## config.mk

```make
export PLATFORM = sky130hd
export DESIGN_NAME = ip_codma_bus_arbiter
export DESIGN_NICKNAME = d
export VERILOG_FILES = /design/src/rtl/ip_codma_bus_arbiter.sv
export SDC_FILE = /design/constraint.sdc
export NUM_CORES = 1
export LEC_CHECK = 0
export ABC_AREA = 1
export CAP_MARGIN = 20
export CORE_AREA = 2 2 214 216
export CTS_BUF_LIST = sky130_fd_sc_hd__clkbuf_16
export CTS_CLUSTER_DIAMETER = 150
export DETAILED_ROUTE_END_ITERATION = 7
export DIE_AREA = 0 0 216 218
export PLACE_DENSITY = 0.4
export SLEW_MARGIN = 15
export SYNTH_ARGS = -nofsm -noshare
export SYNTH_HDL_FRONTEND = slang
export SYNTH_SLANG_ARGS = --single-unit
```

## constraint.sdc

```tcl
create_clock -name clk_i -period 3.03 [get_ports clk_i]
set_input_delay 0.4545 -clock clk_i [delete_from_list [all_inputs] [get_ports clk_i]]
set_output_delay 0.4545 -clock clk_i [all_outputs]
set_load 0.02 [all_outputs]
```

## src/rtl/ip_codma_bus_arbiter.sv

```systemverilog
// ip_codma_bus_arbiter
// Round-robin arbiter that lets one of NREQ DMA requesters own a single
// memory bus for one burst at a time. It latches the winner's command,
// issues it on the bus, counts beats, and reports done/err to the owner.
// It aborts on CPU stop or when the bus makes no progress for TIMEOUT cycles.
//
// Ports
//   clk_i, reset_i          clock, synchronous active-high reset
//   stop_i                  CPU abort request
//   req_*_i                 per-requester request, direction, address, beats-1,
//                           write data and write-data valid
//   gnt_o, done_o, err_o    one-hot owner, completion pulse, error pulse
//   beat_o, rdata_o         per-beat strobe and read data to the owner
//   bus_*_o / bus_*_i       memory bus request, write data and responses
module ip_codma_bus_arbiter #(
  parameter int NREQ    = 3,
  parameter int TIMEOUT = 256
) (
  input  logic                  clk_i,
  input  logic                  reset_i,
  input  logic                  stop_i,
  input  logic [NREQ-1:0]       req_i,
  input  logic [NREQ-1:0]       req_write_i,
  input  logic [NREQ-1:0][31:0] req_addr_i,
  input  logic [NREQ-1:0][2:0]  req_beats_i,
  input  logic [NREQ-1:0][63:0] req_wdata_i,
  input  logic [NREQ-1:0]       req_wvalid_i,
  output logic [NREQ-1:0]       gnt_o,
  output logic                  beat_o,
  output logic [63:0]           rdata_o,
  output logic [NREQ-1:0]       done_o,
  output logic [NREQ-1:0]       err_o,
  output logic                  bus_read_o,
  output logic                  bus_write_o,
  output logic [31:0]           bus_addr_o,
  output logic [2:0]            bus_beats_o,
  output logic [63:0]           bus_wdata_o,
  output logic                  bus_wvalid_o,
  input  logic                  bus_grant_i,
  input  logic                  bus_rvalid_i,
  input  logic                  bus_wready_i,
  input  logic [63:0]           bus_rdata_i
);

  localparam int OW = (NREQ > 2) ? 2 : 1;
  localparam int PW = $clog2(TIMEOUT);

  typedef enum logic [1:0] {IDLE = 2'd0, ASK = 2'd1, XFER = 2'd2, DONE = 2'd3} state_e;

  state_e          state_q, state_d;
  logic [OW-1:0]   owner_q, owner_d;
  logic [OW-1:0]   last_q, last_d;
  logic            dir_q, dir_d;
  logic [31:0]     addr_q, addr_d;
  logic [2:0]      beats_q, beats_d;
  logic [2:0]      cnt_q, cnt_d;
  logic [PW-1:0]   prog_q, prog_d;
  logic            err_q, err_d;

  logic [OW-1:0]   pick;
  logic [OW-1:0]   cand;
  logic            found;
  logic [NREQ-1:0] owner_oh;
  logic            beat;
  logic            stall_out;

  // State register
  always_ff @(posedge clk_i) begin
    if (reset_i) begin
      state_q <= IDLE;
      owner_q <= '0;
      last_q  <= OW'(NREQ - 1);
      dir_q   <= 1'b0;
      addr_q  <= '0;
      beats_q <= '0;
      cnt_q   <= '0;
      prog_q  <= '0;
      err_q   <= 1'b0;
    end else begin
      state_q <= state_d;
      owner_q <= owner_d;
      last_q  <= last_d;
      dir_q   <= dir_d;
      addr_q  <= addr_d;
      beats_q <= beats_d;
      cnt_q   <= cnt_d;
      prog_q  <= prog_d;
      err_q   <= err_d;
    end
  end

  // Round-robin search starting just after the previous owner
  always_comb begin
    pick  = owner_q;
    found = 1'b0;
    cand  = '0;
    for (int i = 1; i <= NREQ; i++) begin
      cand = OW'((int'(last_q) + i) % NREQ);
      if (!found && req_i[cand]) begin
        pick  = cand;
        found = 1'b1;
      end
    end
  end

  // No-progress limit reached this cycle (only meaningful in ASK/XFER)
  assign stall_out = (prog_q == PW'(TIMEOUT - 1));

  // Next-state logic
  always_comb begin
    state_d = state_q;
    owner_d = owner_q;
    last_d  = last_q;
    dir_d   = dir_q;
    addr_d  = addr_q;
    beats_d = beats_q;
    cnt_d   = cnt_q;
    prog_d  = prog_q;
    err_d   = err_q;
    case (state_q)
      IDLE: begin
        if (|req_i && !stop_i) begin
          state_d = ASK;
          owner_d = pick;
          dir_d   = req_write_i[pick];
          addr_d  = req_addr_i[pick];
          beats_d = req_beats_i[pick];
          prog_d  = '0;
          err_d   = 1'b0;
        end
      end
      ASK: begin
        if (stop_i || (!bus_grant_i && stall_out)) begin
          state_d = DONE;
          err_d   = 1'b1;
          last_d  = owner_q;
        end else if (bus_grant_i) begin
          state_d = XFER;
          cnt_d   = '0;
          prog_d  = '0;
        end else begin
          prog_d  = prog_q + 1'b1;
        end
      end
      XFER: begin
        if (beat) begin
          cnt_d  = cnt_q + 3'd1;
          prog_d = '0;
        end else begin
          prog_d = prog_q + 1'b1;
        end
        // A final beat coinciding with stop still counts, but the burst ends in error.
        if (stop_i || (beat && cnt_q == beats_q) || (!beat && stall_out)) begin
          state_d = DONE;
          err_d   = stop_i | (!beat & stall_out);
          last_d  = owner_q;
        end
      end
      DONE: begin
        state_d = IDLE;
      end
      default: begin
        state_d = IDLE;
      end
    endcase
  end

  assign owner_oh = {{(NREQ-1){1'b0}}, 1'b1} << owner_q;

  // Output logic
  always_comb begin
    gnt_o        = '0;
    done_o       = '0;
    err_o        = '0;
    bus_read_o   = 1'b0;
    bus_write_o  = 1'b0;
    bus_addr_o   = '0;
    bus_beats_o  = '0;
    bus_wdata_o  = '0;
    bus_wvalid_o = 1'b0;
    beat         = 1'b0;
    rdata_o      = '0;
    case (state_q)
      ASK: begin
        gnt_o       = owner_oh;
        bus_read_o  = !dir_q && !stop_i;
        bus_write_o = dir_q && !stop_i;
        bus_addr_o  = addr_q;
        bus_beats_o = beats_q;
      end
      XFER: begin
        gnt_o       = owner_oh;
        bus_addr_o  = addr_q;
        bus_beats_o = beats_q;
        if (dir_q) begin
          bus_wdata_o  = req_wdata_i[owner_q];
          bus_wvalid_o = req_wvalid_i[owner_q] && !stop_i;
          beat         = bus_wvalid_o && bus_wready_i;
        end else begin
          beat    = bus_rvalid_i;
          rdata_o = bus_rvalid_i ? bus_rdata_i : '0;
        end
      end
      DONE: begin
        gnt_o  = owner_oh;
        done_o = owner_oh;
        err_o  = err_q ? owner_oh : '0;
      end
      default: begin
      end
    endcase
  end

  assign beat_o = beat;

endmodule

```

==> metrics.txt <==
outcome=finished clean; via density per instance=4.07; period utilisation layout=94.4%; drt total wl=42500 um; Post-synth ARST share=0%; DR vias=9713; main flop type after synthesis=dfxtp_1; core area=44900 um2; RSZ-0062 raised after global routing=no; IO Pins=552; Synth area leader=nand2_1; worst-path fanout max=64; commonest non-fill, non-tap cell in the layout=clkdlybuf4s50_1; Power Dens Cells=630 nW/um2; number of fill cells=5074; MaxCap Viol Count=0; LEAKAGE=6.36 nW; crit path DAT=2400 ps; Die Span X=216 um; fin cells=2389; HPWL reported at the end of detailed placement=34400 um; Pwr Total=8.13 mW; crit-path cells=inv_1, ha_1, nand2_1, inv_2, buf_16, nand2_1, inv_1, clkdlybuf4s50_1; clock root buffer master=clkbuf_16; Worst path max stage delay=630 ps; share of Yosys cell area claimed by the top area cell type=21.4%; number of global-route vias before repair=9420; Final Skew=8.49 ps; Site Rows=78; fraction of layout cells with a size suffix above 1=3.13%; CTS buffer count=5; Nets=2171; Die Y=218 um; slew at the pin with the worst max-slew slack=632 ps; Hold WC Path Type=register to register; CP endpoint kind=output pin; CP top delay family=buffers and inverters; starting density of the core=14.6%; Final Util=28.7%; placed cell count=2377; final hold violations=0; Max Slew Vio Count=0; slew margin rel.=57.7%; Detailed Route Iter0 Violations=454; drc violations=0; Cell Area, Synth=6550 um2; GR Overflow Total=0; DRT Pass-1 Iters=5; GP Congestion=0.873; antenna violations before repair=8; final setup TNS=0 ps; per-cell routed wire length=17.8 um; fin crit period=2860 ps; clock tree buffer depth=2; Area Overhead vs Synth=97.1%; critical path startpoint category=register; first-pass GRT wire length=60800 um; Post-Syn Nets=1667; I/O Buffers=551; largest cells by area after synthesis=nand2_1, dfxtp_1, inv_1; commonest non-fill, non-tap cells in the layout=clkdlybuf4s50_1, nand2_1, inv_1; max frequency=350 MHz; synth warn=0; largest net degree at the start of global routing=67; Crit Path Class=register to output pin; Finished Cell Area=12900 um2; # clock sinks=54; H-Tree Depth=2; Netlist cell types=32; mean post-synth cell area=5.11 um2; clock latency at the later pin of the worst-skew pair=310 ps; DIE AREA=47100 um2; Buf+Inv Stages, Crit Path=5; post-synthesis sequential area ratio=16.5%; Worst EP required=2580 ps; DRT antenna net count=0; Tot GR Track Use=16.9%; CTS tree=yes; cell count after synthesis=1282; Post-synth EDFFs=0; Synth Register Bits=54; Worst-path clk slew=80 ps; Max VDD drop=0.477 mV; Final setup viols=0; Worst path slowest cell=clkdlybuf4s50_1; Post-DP Area=12700 um2
-- cell type report --
class                           count  area [um2]  share of cell area (%)
Timing Repair Buffer              579        5840                    45.3
Clock inverter                      3        12.5                  0.0970
Inverter                          283        1060                    8.23
Sequential cell                    54        1080                    8.39
Tap cell                          600         751                    5.82
Antenna cell                        2        5.00                  0.0388
Multi-Input combinational cell    863        4020                    31.2
Clock buffer                        5         125                   0.970
-- what timing repair did --
action	4_1_cts	5_1_grt
hold buffers	0	0
endpoints found under the setup margin	0	3
setup buffers	0	1
resized for setup	0	2
-- path summary, 6_finish.rpt --
path / depth (start not counted) / start / slack (ps) / end
max: 8 / state_q[0] / 170 / bus_wdata_o[6]
min: 2 / cnt_q[2] / 480 / cnt_q[2]
max reg2reg: 13 / last_q[0] / 680 / addr_q[2]
min reg2reg: 2 / cnt_q[2] / 480 / cnt_q[2]
-- through the flow --
| stage | hold slack [ps] | setup WS [ps] |
|---|---|---|
| final | 476 | 171 |
| after global routing | 513 | 1.24 |
| after CTS | 483 | 76.1 |
| after detailed placement | 473 | 356 |
| after global placement | 467 | 294 |
| after floorplan | 447 | 902 |
-- Yosys cell counts, drive strengths merged (8+ instances only) --
cell type	instances
nand3b	35
nor2	104
buf	35
inv	282
nand4	38
o21ai	34
a21oi	45
clkbuf	47
dfxtp	54
nand2	382
nor3	8
nand3	194
ha	9
-- sequential cells by signal, summed over array words and instances (netlist names) --
name     flops
addr_q      32
beats_q      3
cnt_q        3
dir_q        1
err_q        1
last_q       2
owner_q      2
prog_q       8
state_q      2
-- metal layers --
layer  up-vias  track usage [%]  part of all wire [%]
met5         -                0                 0.042
met4         2             2.65                   1.2
met3        28             4.04                   7.0
met2       318             30.4                    50
met1      4457             20.8                    42
li1       4908                -                     -
-- kinds of logic after synthesis --
family | Yosys count | share of synthesized area, %
AOI/OAI and AO/OA | 84 | 6.81
xor gates and xnor gates | 6 | 0.803
adders and majority gates | 9 | 1.72
buffers and inverters | 365 | 22.3
and+or+nand+nor | 764 | 51.8
DFF | 54 | 16.5
-- power by group --
group / switching, mW / total, mW / internal [mW] / leakage (nW)
clock: 0.289 / 0.590 / 0.301 / 0.0724
combinational: 3.97 / 6.38 / 2.41 / 5.85
sequential: 0.192 / 1.15 / 0.963 / 0.443
total: 4.45 / 8.13 / 3.68 / 6.36
-- tightest hold or removal path, delay by kind of cell (launching register included) --
kind / cells / cell delay (ps)
buffers and inverters: 1 / 60
AOI/OAI and AO/OA: 1 / 50
DFF: 1 / 330
Power figures use the tool's default switching activity.
